File: src/rtl/dds_fifo_pkg.sv
// Shared definitions for the DDS command FIFO: address-width helper, command width, level type.
package dds_fifo_pkg;

  function automatic int clog2(input int value);
    int r;
    int v;
    r = 0;
    v = value - 1;
    while (v > 0) begin
      r++;
      v = v >> 1;
    end
    return r;
  endfunction

  localparam int DDS_CMD_W      = 40;
  localparam int DDS_FIFO_DEPTH = 128;

  typedef logic [clog2(DDS_FIFO_DEPTH):0] fifo_level_t;

endpackage

File: src/rtl/dds_sync_fifo_if.sv
// Push/pop handshake, status and monitor signals between a FIFO (slave) and its user (master).
interface dds_sync_fifo_if #(
  parameter int DATA_W = 8,
  parameter int DEPTH  = 128
);
  import dds_fifo_pkg::*;

  localparam int LVL_W = clog2(DEPTH) + 1;

  logic              flush;
  logic              wr_en;
  logic [DATA_W-1:0] wr_data;
  logic              full;
  logic              rd_valid;
  logic              rd_ready;
  logic [DATA_W-1:0] rd_data;
  logic [LVL_W-1:0]  level;
  logic              almost_full;
  logic              almost_empty;
  logic              overflow;
  logic [15:0]       drop_cnt;

  modport master (
    output flush, wr_en, wr_data, rd_ready,
    input  full, rd_valid, rd_data, level, almost_full, almost_empty, overflow, drop_cnt
  );

  modport slave (
    input  flush, wr_en, wr_data, rd_ready,
    output full, rd_valid, rd_data, level, almost_full, almost_empty, overflow, drop_cnt
  );
endinterface

File: src/rtl/dds_fifo_ram.sv
// DEPTH x DATA_W storage: one synchronous write port, one asynchronous read port.
module dds_fifo_ram
  import dds_fifo_pkg::*;
#(
  parameter int DATA_W = 8,
  parameter int DEPTH  = 128,
  localparam int ADDR_W = clog2(DEPTH)
) (
  input  logic              clk,
  input  logic              we_i,
  input  logic [ADDR_W-1:0] waddr_i,
  input  logic [DATA_W-1:0] wdata_i,
  input  logic [ADDR_W-1:0] raddr_i,
  output logic [DATA_W-1:0] rdata_o
);

  logic [DATA_W-1:0] mem_q [DEPTH];

  // NOTE: storage has no reset; the pointers alone decide which entries are meaningful.
  always_ff @(posedge clk) begin
    if (we_i) mem_q[waddr_i] <= wdata_i;
  end

  assign rdata_o = mem_q[raddr_i];

endmodule

File: src/rtl/dds_sync_fifo.sv
// Single-clock FWFT FIFO with level, watermarks and flush; the dropped-write
// monitor (overflow, drop_cnt) is built only when DDS_FIFO_ERR_EN is defined.
module dds_sync_fifo
  import dds_fifo_pkg::*;
#(
  parameter int DATA_W        = 8,
  parameter int DEPTH         = 128,
  parameter int AFULL_THRESH  = 120,
  parameter int AEMPTY_THRESH = 8
) (
  input  logic           clk,
  input  logic           rst,
  dds_sync_fifo_if.slave bus
);

  localparam int ADDR_W = clog2(DEPTH);
  localparam logic [ADDR_W:0] AFULL_L  = AFULL_THRESH[ADDR_W:0];
  localparam logic [ADDR_W:0] AEMPTY_L = AEMPTY_THRESH[ADDR_W:0];

  logic [ADDR_W:0] wr_ptr_q, wr_ptr_d;
  logic [ADDR_W:0] rd_ptr_q, rd_ptr_d;
  logic [ADDR_W:0] level_q, level_d;
  logic            full_q, full_d;
  logic            afull_q, afull_d;
  logic            aempty_q, aempty_d;
  logic            rd_valid;
  logic            push;
  logic            pop;

  assign rd_valid = (wr_ptr_q != rd_ptr_q);

  // NOTE: every combinational output gets a default first so no latch is inferred.
  always_comb begin
    push     = bus.wr_en && !full_q && !bus.flush;
    pop      = rd_valid && bus.rd_ready && !bus.flush;
    wr_ptr_d = wr_ptr_q;
    rd_ptr_d = rd_ptr_q;
    level_d  = level_q;
    if (bus.flush) begin
      wr_ptr_d = '0;
      rd_ptr_d = '0;
      level_d  = '0;
    end else begin
      if (push) wr_ptr_d = wr_ptr_q + 1'b1;
      if (pop)  rd_ptr_d = rd_ptr_q + 1'b1;
      level_d = level_q + {{ADDR_W{1'b0}}, push} - {{ADDR_W{1'b0}}, pop};
    end
    full_d   = (wr_ptr_d[ADDR_W-1:0] == rd_ptr_d[ADDR_W-1:0]) &&
               (wr_ptr_d[ADDR_W] != rd_ptr_d[ADDR_W]);
    afull_d  = (level_d >= AFULL_L);
    aempty_d = (level_d <= AEMPTY_L);
  end

  // NOTE: sequential state uses non-blocking assignments so all registers update together.
  always_ff @(posedge clk or posedge rst) begin
    if (rst) begin
      wr_ptr_q <= '0;
      rd_ptr_q <= '0;
      level_q  <= '0;
      full_q   <= 1'b0;
      afull_q  <= 1'b0;
      aempty_q <= 1'b1;
    end else begin
      wr_ptr_q <= wr_ptr_d;
      rd_ptr_q <= rd_ptr_d;
      level_q  <= level_d;
      full_q   <= full_d;
      afull_q  <= afull_d;
      aempty_q <= aempty_d;
    end
  end

  dds_fifo_ram #(
    .DATA_W (DATA_W),
    .DEPTH  (DEPTH)
  ) u_ram (
    .clk     (clk),
    .we_i    (push),
    .waddr_i (wr_ptr_q[ADDR_W-1:0]),
    .wdata_i (bus.wr_data),
    .raddr_i (rd_ptr_q[ADDR_W-1:0]),
    .rdata_o (bus.rd_data)
  );

`ifdef DDS_FIFO_ERR_EN
  logic        overflow_q;
  logic [15:0] drop_cnt_q;
  logic        drop;

  assign drop = bus.wr_en && full_q && !bus.flush;

  always_ff @(posedge clk or posedge rst) begin
    if (rst) begin
      overflow_q <= 1'b0;
      drop_cnt_q <= '0;
    end else if (bus.flush) begin
      overflow_q <= 1'b0;
      drop_cnt_q <= '0;
    end else if (drop) begin
      overflow_q <= 1'b1;
      if (drop_cnt_q != 16'hFFFF) drop_cnt_q <= drop_cnt_q + 16'd1;
    end
  end

  assign bus.overflow = overflow_q;
  assign bus.drop_cnt = drop_cnt_q;
`else
  assign bus.overflow = 1'b0;
  assign bus.drop_cnt = '0;
`endif

  assign bus.full         = full_q;
  assign bus.rd_valid     = rd_valid;
  assign bus.level        = level_q;
  assign bus.almost_full  = afull_q;
  assign bus.almost_empty = aempty_q;

endmodule

File: src/flat_wrapper.sv
// flat-port wrapper written by rule: the top's interface ports become plain ports
module dds_sync_fifo_flat import dds_fifo_pkg::*;
#(
  parameter int DATA_W        = 8,
  parameter int DEPTH         = 128,
  parameter int AFULL_THRESH  = 120,
  parameter int AEMPTY_THRESH = 8
)
  (clk, rst, bus_flush, bus_wr_en, bus_wr_data, bus_rd_ready, bus_full, bus_rd_valid, bus_rd_data, bus_level, bus_almost_full, bus_almost_empty, bus_overflow, bus_drop_cnt);
  dds_sync_fifo_if #(.DATA_W(DATA_W), .DEPTH(DEPTH)) bus_i ();
  input  logic clk;
  input  logic rst;
  input wire logic [$bits(bus_i.flush)-1:0] bus_flush;
  input wire logic [$bits(bus_i.wr_en)-1:0] bus_wr_en;
  input wire logic [$bits(bus_i.wr_data)-1:0] bus_wr_data;
  input wire logic [$bits(bus_i.rd_ready)-1:0] bus_rd_ready;
  output wire logic [$bits(bus_i.full)-1:0] bus_full;
  output wire logic [$bits(bus_i.rd_valid)-1:0] bus_rd_valid;
  output wire logic [$bits(bus_i.rd_data)-1:0] bus_rd_data;
  output wire logic [$bits(bus_i.level)-1:0] bus_level;
  output wire logic [$bits(bus_i.almost_full)-1:0] bus_almost_full;
  output wire logic [$bits(bus_i.almost_empty)-1:0] bus_almost_empty;
  output wire logic [$bits(bus_i.overflow)-1:0] bus_overflow;
  output wire logic [$bits(bus_i.drop_cnt)-1:0] bus_drop_cnt;
  assign bus_i.flush = bus_flush;
  assign bus_i.wr_en = bus_wr_en;
  assign bus_i.wr_data = bus_wr_data;
  assign bus_i.rd_ready = bus_rd_ready;
  assign bus_full = bus_i.full;
  assign bus_rd_valid = bus_i.rd_valid;
  assign bus_rd_data = bus_i.rd_data;
  assign bus_level = bus_i.level;
  assign bus_almost_full = bus_i.almost_full;
  assign bus_almost_empty = bus_i.almost_empty;
  assign bus_overflow = bus_i.overflow;
  assign bus_drop_cnt = bus_i.drop_cnt;
  dds_sync_fifo #(.DATA_W(DATA_W), .DEPTH(DEPTH), .AFULL_THRESH(AFULL_THRESH), .AEMPTY_THRESH(AEMPTY_THRESH)) u_core (.clk(clk), .rst(rst), .bus(bus_i));
endmodule
File: config.mk
export PLATFORM = sky130hd
export DESIGN_NAME = dds_sync_fifo_flat
export DESIGN_NICKNAME = d
export VERILOG_FILES = /design/src/rtl/dds_fifo_pkg.sv /design/src/rtl/dds_sync_fifo_if.sv /design/src/rtl/dds_fifo_ram.sv /design/src/rtl/dds_sync_fifo.sv /design/src/flat_wrapper.sv
export SDC_FILE = /design/constraint.sdc
export NUM_CORES = 1
export LEC_CHECK = 0
export ABC_AREA = 1
export CAP_MARGIN = 0
export CORE_MARGIN = 2
export CORE_UTILIZATION = 50
export DETAILED_ROUTE_END_ITERATION = 16
export GPL_ROUTABILITY_DRIVEN = 1
export PLACE_DENSITY = 0.74
export RECOVER_POWER = 25
export SLEW_MARGIN = 10
export SYNTH_ARGS = -nofsm -noshare
export SYNTH_HDL_FRONTEND = slang
export SYNTH_SLANG_ARGS = --single-unit
File: constraint.sdc
create_clock -name clk -period 3.75 [get_ports clk]
set_input_delay 0.75 -clock clk [delete_from_list [all_inputs] [get_ports clk]]
set_output_delay 0.75 -clock clk [all_outputs]
set_load 0.01 [all_outputs]
# Word level (Yosys, flattened, before mapping)
# Memory sizes are Yosys's and may differ from the RTL's.
# Cells that the tools add are included.
# W data, S select, Z words.
[totals]
ff_bits = 27
ramBits = 1024
inputBits = 13
out_inout_bits = 37
memories = 1
[mem_list]
columns = ["name", "words", "width", "read_ports", "rd_clocked_by_memory_dff", "write_ports", "line_no", "rtl"]
rows = [
  ["u_core.u_ram.mem_q", 128, 8, 1, 0, 1, "dds_fifo_ram.sv:17", "logic [DATA_W-1:0] mem_q [DEPTH];"],
]
[classes]
add_sub_neg = 4
order_cmp = 2
n_eq_ne = 3
mux = 7
reduce_logical = 7
[ops]
columns = ["cell", "count"]
rows = [
  ["$mux W8", 5],
  ["$add A8 B1 Y8 const B", 2],
  ["$add A8 B1 Y8", 1],
  ["$ge A8 B7 Y1 const B", 1],
  ["$le A8 B4 Y1 const B", 1],
  ["$ne A8 B8 Y1", 1],
  ["$sub A8 B1 Y8", 1],
  ["$eq A7 B7 Y1", 1],
  ["$logic_and A1 B1 Y1", 5],
  ["$logic_not A1 Y1", 2],
  ["$mux W1", 2],
  ["$ne A1 B1 Y1", 1],
]

# Depth between registers and ports, before layout
[depth]
word_depth = 7
depth_mapped = 24
mapped_depth_nobuf = 23

# Cells and area by module
# A second synthesis with hierarchy kept.
[unflattened]
cells_unflattened = 3862
hier_area_um2 = 44001.0
[modules_own_cells]
columns = ["mod", "n_inst", "cells_per_inst", "area_each_um2"]
rows = [
  ["dds_fifo_ram", 1, 3567, 41944.0],
  ["dds_sync_fifo", 1, 295, 2057.0],
]

# Worst setup path before layout
# Ideal clock, no wire load.
[synth_timing]
kind = "reg-to-reg"
startpoint = "register u_core.wr_ptr_q[0]"
endpoint = "register u_core.aempty_q (netlist: u_core.bus.almost_empty)"
setup_ns = 0.082
arrival_ns = 3.008
required_time_ns = 3.668
path_slack_ns = 0.660
path_stages_with_launch = 23
n_path_buf = 0
path_cell_list = "dfrtp_1 inv_1 nand2_1 nand2_1 nand2_2 nor2_4 nand2_4 nand3_2 inv_2 ha_1 inv_1 ha_1 fa_1 nand2_1 inv_1 o21ai_1 a21oi_1 or2_1 a21oi_1 nand2_1 nand2_1 nor2_1 nor3_1"
[synth_via]
elab_chain_len = 6
[synth_rtl]
columns = ["element", "line_no", "rtl"]
rows = [
  ["start, declared", "dds_sync_fifo.sv:20", "logic [ADDR_W:0] wr_ptr_q, wr_ptr_d;"],
  ["start signal, assigned", "dds_sync_fifo.sv:64", "wr_ptr_q <= wr_ptr_d;"],
  ["$ne A8 B8 Y1", "dds_sync_fifo.sv:30", "assign rd_valid = (wr_ptr_q != rd_ptr_q);"],
  ["net bus_rd_valid", "flat_wrapper.sv:18", "output wire logic [$bits(bus_i.rd_valid)-1:0] bus_rd_valid;"],
  ["$logic_and A1 B1 Y1 (2 in series)", "dds_sync_fifo.sv:35", "pop = rd_valid && bus.rd_ready && !bus.flush;"],
  ["$sub A8 B1 Y8", "dds_sync_fifo.sv:46", "level_d = level_q + {{ADDR_W{1'b0}}, push} - {{ADDR_W{1'b0}}, pop};"],
  ["$mux W8", "dds_sync_fifo.sv:39", "if (bus.flush) begin"],
  ["net u_core.level_d[6]", "dds_sync_fifo.sv:22", "logic [ADDR_W:0] level_q, level_d;"],
  ["$le A8 B4 Y1", "dds_sync_fifo.sv:51", "aempty_d = (level_d <= AEMPTY_L);"],
  ["net u_core.aempty_d", "dds_sync_fifo.sv:25", "logic aempty_q, aempty_d;"],
  ["end signal, assigned", "dds_sync_fifo.sv:69", "aempty_q <= aempty_d;"],
  ["end, declared", "dds_sync_fifo.sv:25", ""],
]
# The timed path passes the listed nets, and every way through them passes these cells.

# Worst setup path in the final report
[layout_timing]
startpoint = "register u_core.rd_ptr_q[0]"
endpoint = "output bus_rd_data[4]"
[layout_via]
elab_chain_len = 1
[layout_rtl]
columns = ["element", "line_no", "rtl"]
rows = [
  ["start, declared", "dds_sync_fifo.sv:21", "logic [ADDR_W:0] rd_ptr_q, rd_ptr_d;"],
  ["start signal, assigned", "dds_sync_fifo.sv:65", "rd_ptr_q <= rd_ptr_d;"],
  ["$mem_v2 Z128 W8", "n/a", ""],
  ["end, declared", "flat_wrapper.sv:19", "output wire logic [$bits(bus_i.rd_data)-1:0] bus_rd_data;"],
]
# Every way passes these cells.

==> impl_metrics.csv <==
group,metric,value,unit
status,status,"complete, but fails checks",
status,violations,"max-capacitance violations, max-slew violations, negative setup slack",
sta,report.final.slew_viol_count,442,
logic_synthesis,synth_compound_area_frac,0.111,
clock_tree,cts_buffers,101,
grt,grt_max_degree,87,
layout,nets,3677,
logic_synthesis,synth.area.top_cells,"edfxtp_1 (72%), nor2_1 (6.7%), o21ai_0 (5.8%)",
sta,hold_violations,0,
detailed_routing,vias,30200,
logic_synthesis,synth_xor_area_frac,0.00184,
placement,dpl.hpwl,65300,um
sta,setup_tns,-0.407,ns
die,die_x,297,um
layout,post-route-util,0.599,
pwr,ir_worst_vdd,0.439,mV
sta,rsz0062_at_grt,"true",
clock_tree,cts_tree,"done",
detailed_routing,drt_iter0_drc,4944,
logic_synthesis,ys_ff_latch,1051,
die,core,85000,sq um
logic_synthesis,synthArstFlopShare,0.0257,
grt,overflow,0,
pwr,p_per_area,541,nW/um^2
detailed_routing,wl,120000,um
logic_synthesis,syn_area_per_cell,12.5,sq um
grt,grt_pass1_vias,28600,
logic_synthesis,synth_top_family_by_area,"simple AND/OR/NAND/NOR gates",
sta,setup_viol,8,
logic_synthesis,synth_most_common_cell,"edfxtp_1",
logic_synthesis,synth_cell_types,43,
sta,finClkSkew,0.0252,ns
logic_synthesis,ys_seq_area_frac,0.734,
logic_synthesis,synth_flop_cell,"edfxtp_1",
grt,antenna_found_initial,3,
hold_path,hp-class,"reg -> reg",
die,rows,107,
worst_setup_path,worst_setup_path_end_kind,"primary output",
logic_synthesis,synth_edf_count,1024,
detailed_routing,viasPerCell,6.18,
sta,max_freq,260,MHz
detailed_routing,drtPass1Iterations,7,
placement,place_area,45800,sq um
worst_setup_path,regToRegSetupSlack,0.10,ns
grt,grt.total_usage,0.262,
logic_synthesis,synth.top_cells.by_count,"edfxtp_1 (1,024), nor2_1 (770), o21ai_0 (500)",
logic_synthesis,netlist.area_leader.share,0.718,
sta,post-route-min-period,3.85,ns
sta,worst_slew_pin_slew,2.92,ns
die,floorplan.initialDensity,0.504,
clock_tree,clk_path_buf_depth,3,
worst_setup_path,critPathMaxFanout,42,
logic_synthesis,synthSimpleGateAreaFrac,0.113,
clock_tree,cts_root_buf,"clkbuf_16",
logic_synthesis,syn_inst,3427,
placement,portBuffers,32,
logic_synthesis,synthAdderAreaFrac,0.00339,
placement,routabilityCongestion,0.876,
detailed_routing,drc,0,
job,maxCapViolCount,9,
die,die-height,297,um
clock_tree,h-tree-depth,3,
clock_tree,clk-insertion-delay-late,0.67,ns
layout,fill_cells,6114,
die,die_area,88000,sq um
logic_synthesis,synth_mux_area_frac,0,
layout,syn_to_final_growth,18.9,%
sta,slew_headroom,-0.948,
sta,setup_ws,-0.0958,ns
worst_setup_path,cp-start-kind,"flop",
sta,fin_hold_ws,0.603,ns
layout,drive_gt1_frac,0.163,
detailed_routing,wl_per_cell,24.6,um
clock_tree,cts.sinks,1051,
layout,final_area,50900,sq um
detailed_routing,antenna_left,0,
logic_synthesis,ys_warn_count,0,
grt,grt_pass1_wl,176000,um
worst_setup_path,crit_arrival,3.10,ns
sta,finalCritPeriodShare,1.03,
pwr,cellLeakagePower,17.3,nW
logic_synthesis,synth.cell_area,42800,sq um
placement,dp_slack,-0.0452,ns
worst_setup_path,path_class,"reg -> out",
logic_synthesis,synth_top_area_cell,"edfxtp_1",
clock_tree,cts.clk_slew.worst_paths,0.07,ns
worst_setup_path,required,3.00,ns
die,io_pins,50,
[per-stage QoR]
stage / total power, W / cells
2_1_floorplan: 0.0152 / 3443
3_3_place_gp: 0.0164 / 4630
3_5_place_dp: 0.0165 / 4630
5_1_grt: 0.0283 / 4879
4_1_cts: 0.0273 / 4867
6_report: 0.0275 / 4880
[kinds of logic (layout without fill, tap and decap cells)]
group,count (synthesis),in the layout
AND/OR/NAND/NOR,1202,1202
buffers and inverters,314,605
flip-flops,1051,1051
AO/OA/AOI/OAI,839,839
other,1,19
adder cells (fa/ha/maj),11,11
XOR/XNOR,9,9
[power breakdown]
part | switching, W | total [W] | internal, W
Sequential | 0.0000522 | 0.0130 | 0.0130
Clock | 0.00431 | 0.0104 | 0.00606
Combinational | 0.00258 | 0.00416 | 0.00157
Total | 0.00694 | 0.0275 | 0.0206
[sequential cells by signal, summed over array words and instances (netlist names)]
name,count
u_core.bus.almost_empty,1
u_core.bus.full,1
u_core.bus.level,8
u_core.u_ram.mem_q,1024
u_core.wr_ptr_q,8
u_core.rd_ptr_q,8
u_core.bus.almost_full,1
[path summary, 6_finish.rpt]
kind / from / endpoint / depth (start not counted)
min: u_core.wr_ptr_q[7] / u_core.wr_ptr_q[7] / 2
max: u_core.rd_ptr_q[0] / bus_rd_data[4] / 14
max reg2reg: u_core.rd_ptr_q[0] / u_core.bus.almost_full / 25
max in group asynchronous: rst / u_core.bus.almost_empty / 3
min reg2reg: u_core.wr_ptr_q[7] / u_core.wr_ptr_q[7] / 2
min in group asynchronous: rst / u_core.rd_ptr_q[6] / 2
[placed cells by master (no fill, tap or decap), types with 12 or more instances in the layout]
| master | synthesis | layout |
|---|---|---|
| nand2_2 | 3 | 12 |
| nand3_2 | 2 | 25 |
| o21ai_0 | 500 | 448 |
| edfxtp_1 | 1024 | 1024 |
| o211ai_1 | 79 | 79 |
| nand3_1 | 123 | 98 |
| clkinv_2 | 1 | 20 |
| clkbuf_16 | 0 | 110 |
| bufinv_16 | 0 | 14 |
| buf_4 | 45 | 224 |
| clkinv_1 | 3 | 23 |
| clkdlybuf4s50_1 | 0 | 15 |
| nor2_1 | 770 | 732 |
| nor2_2 | 3 | 28 |
| o221ai_1 | 37 | 37 |
| nand4_1 | 30 | 30 |
| clkbuf_1 | 102 | 26 |
| nor2_4 | 2 | 15 |
| nand2_1 | 253 | 243 |
| o22ai_1 | 148 | 145 |
| buf_12 | 0 | 28 |
| buf_6 | 18 | 17 |
| o21ai_1 | 33 | 75 |
| inv_2 | 8 | 12 |
| a21oi_1 | 31 | 23 |
| buf_16 | 0 | 27 |
| conb_1 | 1 | 17 |
| dfrtp_1 | 26 | 23 |
| inv_1 | 55 | 50 |
[repair_timing]
item,in CTS,in global routing
hold buffers,0,0
buffers inserted,26,10
cloned,27,6
endpoints found under the setup margin,8,11
pin swaps,80,65
resized for setup,178,91
[layer usage]
metal | global-route usage | up-vias | part of all wire
met1 | 0.366 | 14700 | 0.37
met3 | 0.0481 | 326 | 0.12
met4 | 0.105 | 4 | 0.042
li1 | - | 13000 | -
met2 | 0.410 | 2141 | 0.47
met5 | 0 | - | 0.00027
[cell type report]
cell class,count,area [sq um],area share
flip-flops and latches,1051,31400,0.617
multi-input cells,2078,10400,0.204
repair buffers,351,3990,0.0784
clock buffers,122,2690,0.0528
well taps,1144,1430,0.0281
clock inverters,62,679,0.0133
inverters,68,288,0.00565
repair inverters,2,32.5,0.000639
diodes,2,5.00,0.0000983
[critical path, stage by stage (launching register included)]
cell and delay, ns:
dfrtp_4 0.53, buf_6 0.16, buf_16 0.17, nor2_1 0.12
nor2_1 0.04, o21ai_0 0.07, o21ai_1 0.12, o211ai_1 0.28
nand3_1 0.21, nand2_2 0.13, nand2_4 0.10, a21oi_4 0.16
nor2_4 0.05, buf_4 0.13, buf_2 0.13
Power figures use the tool's default switching activity.
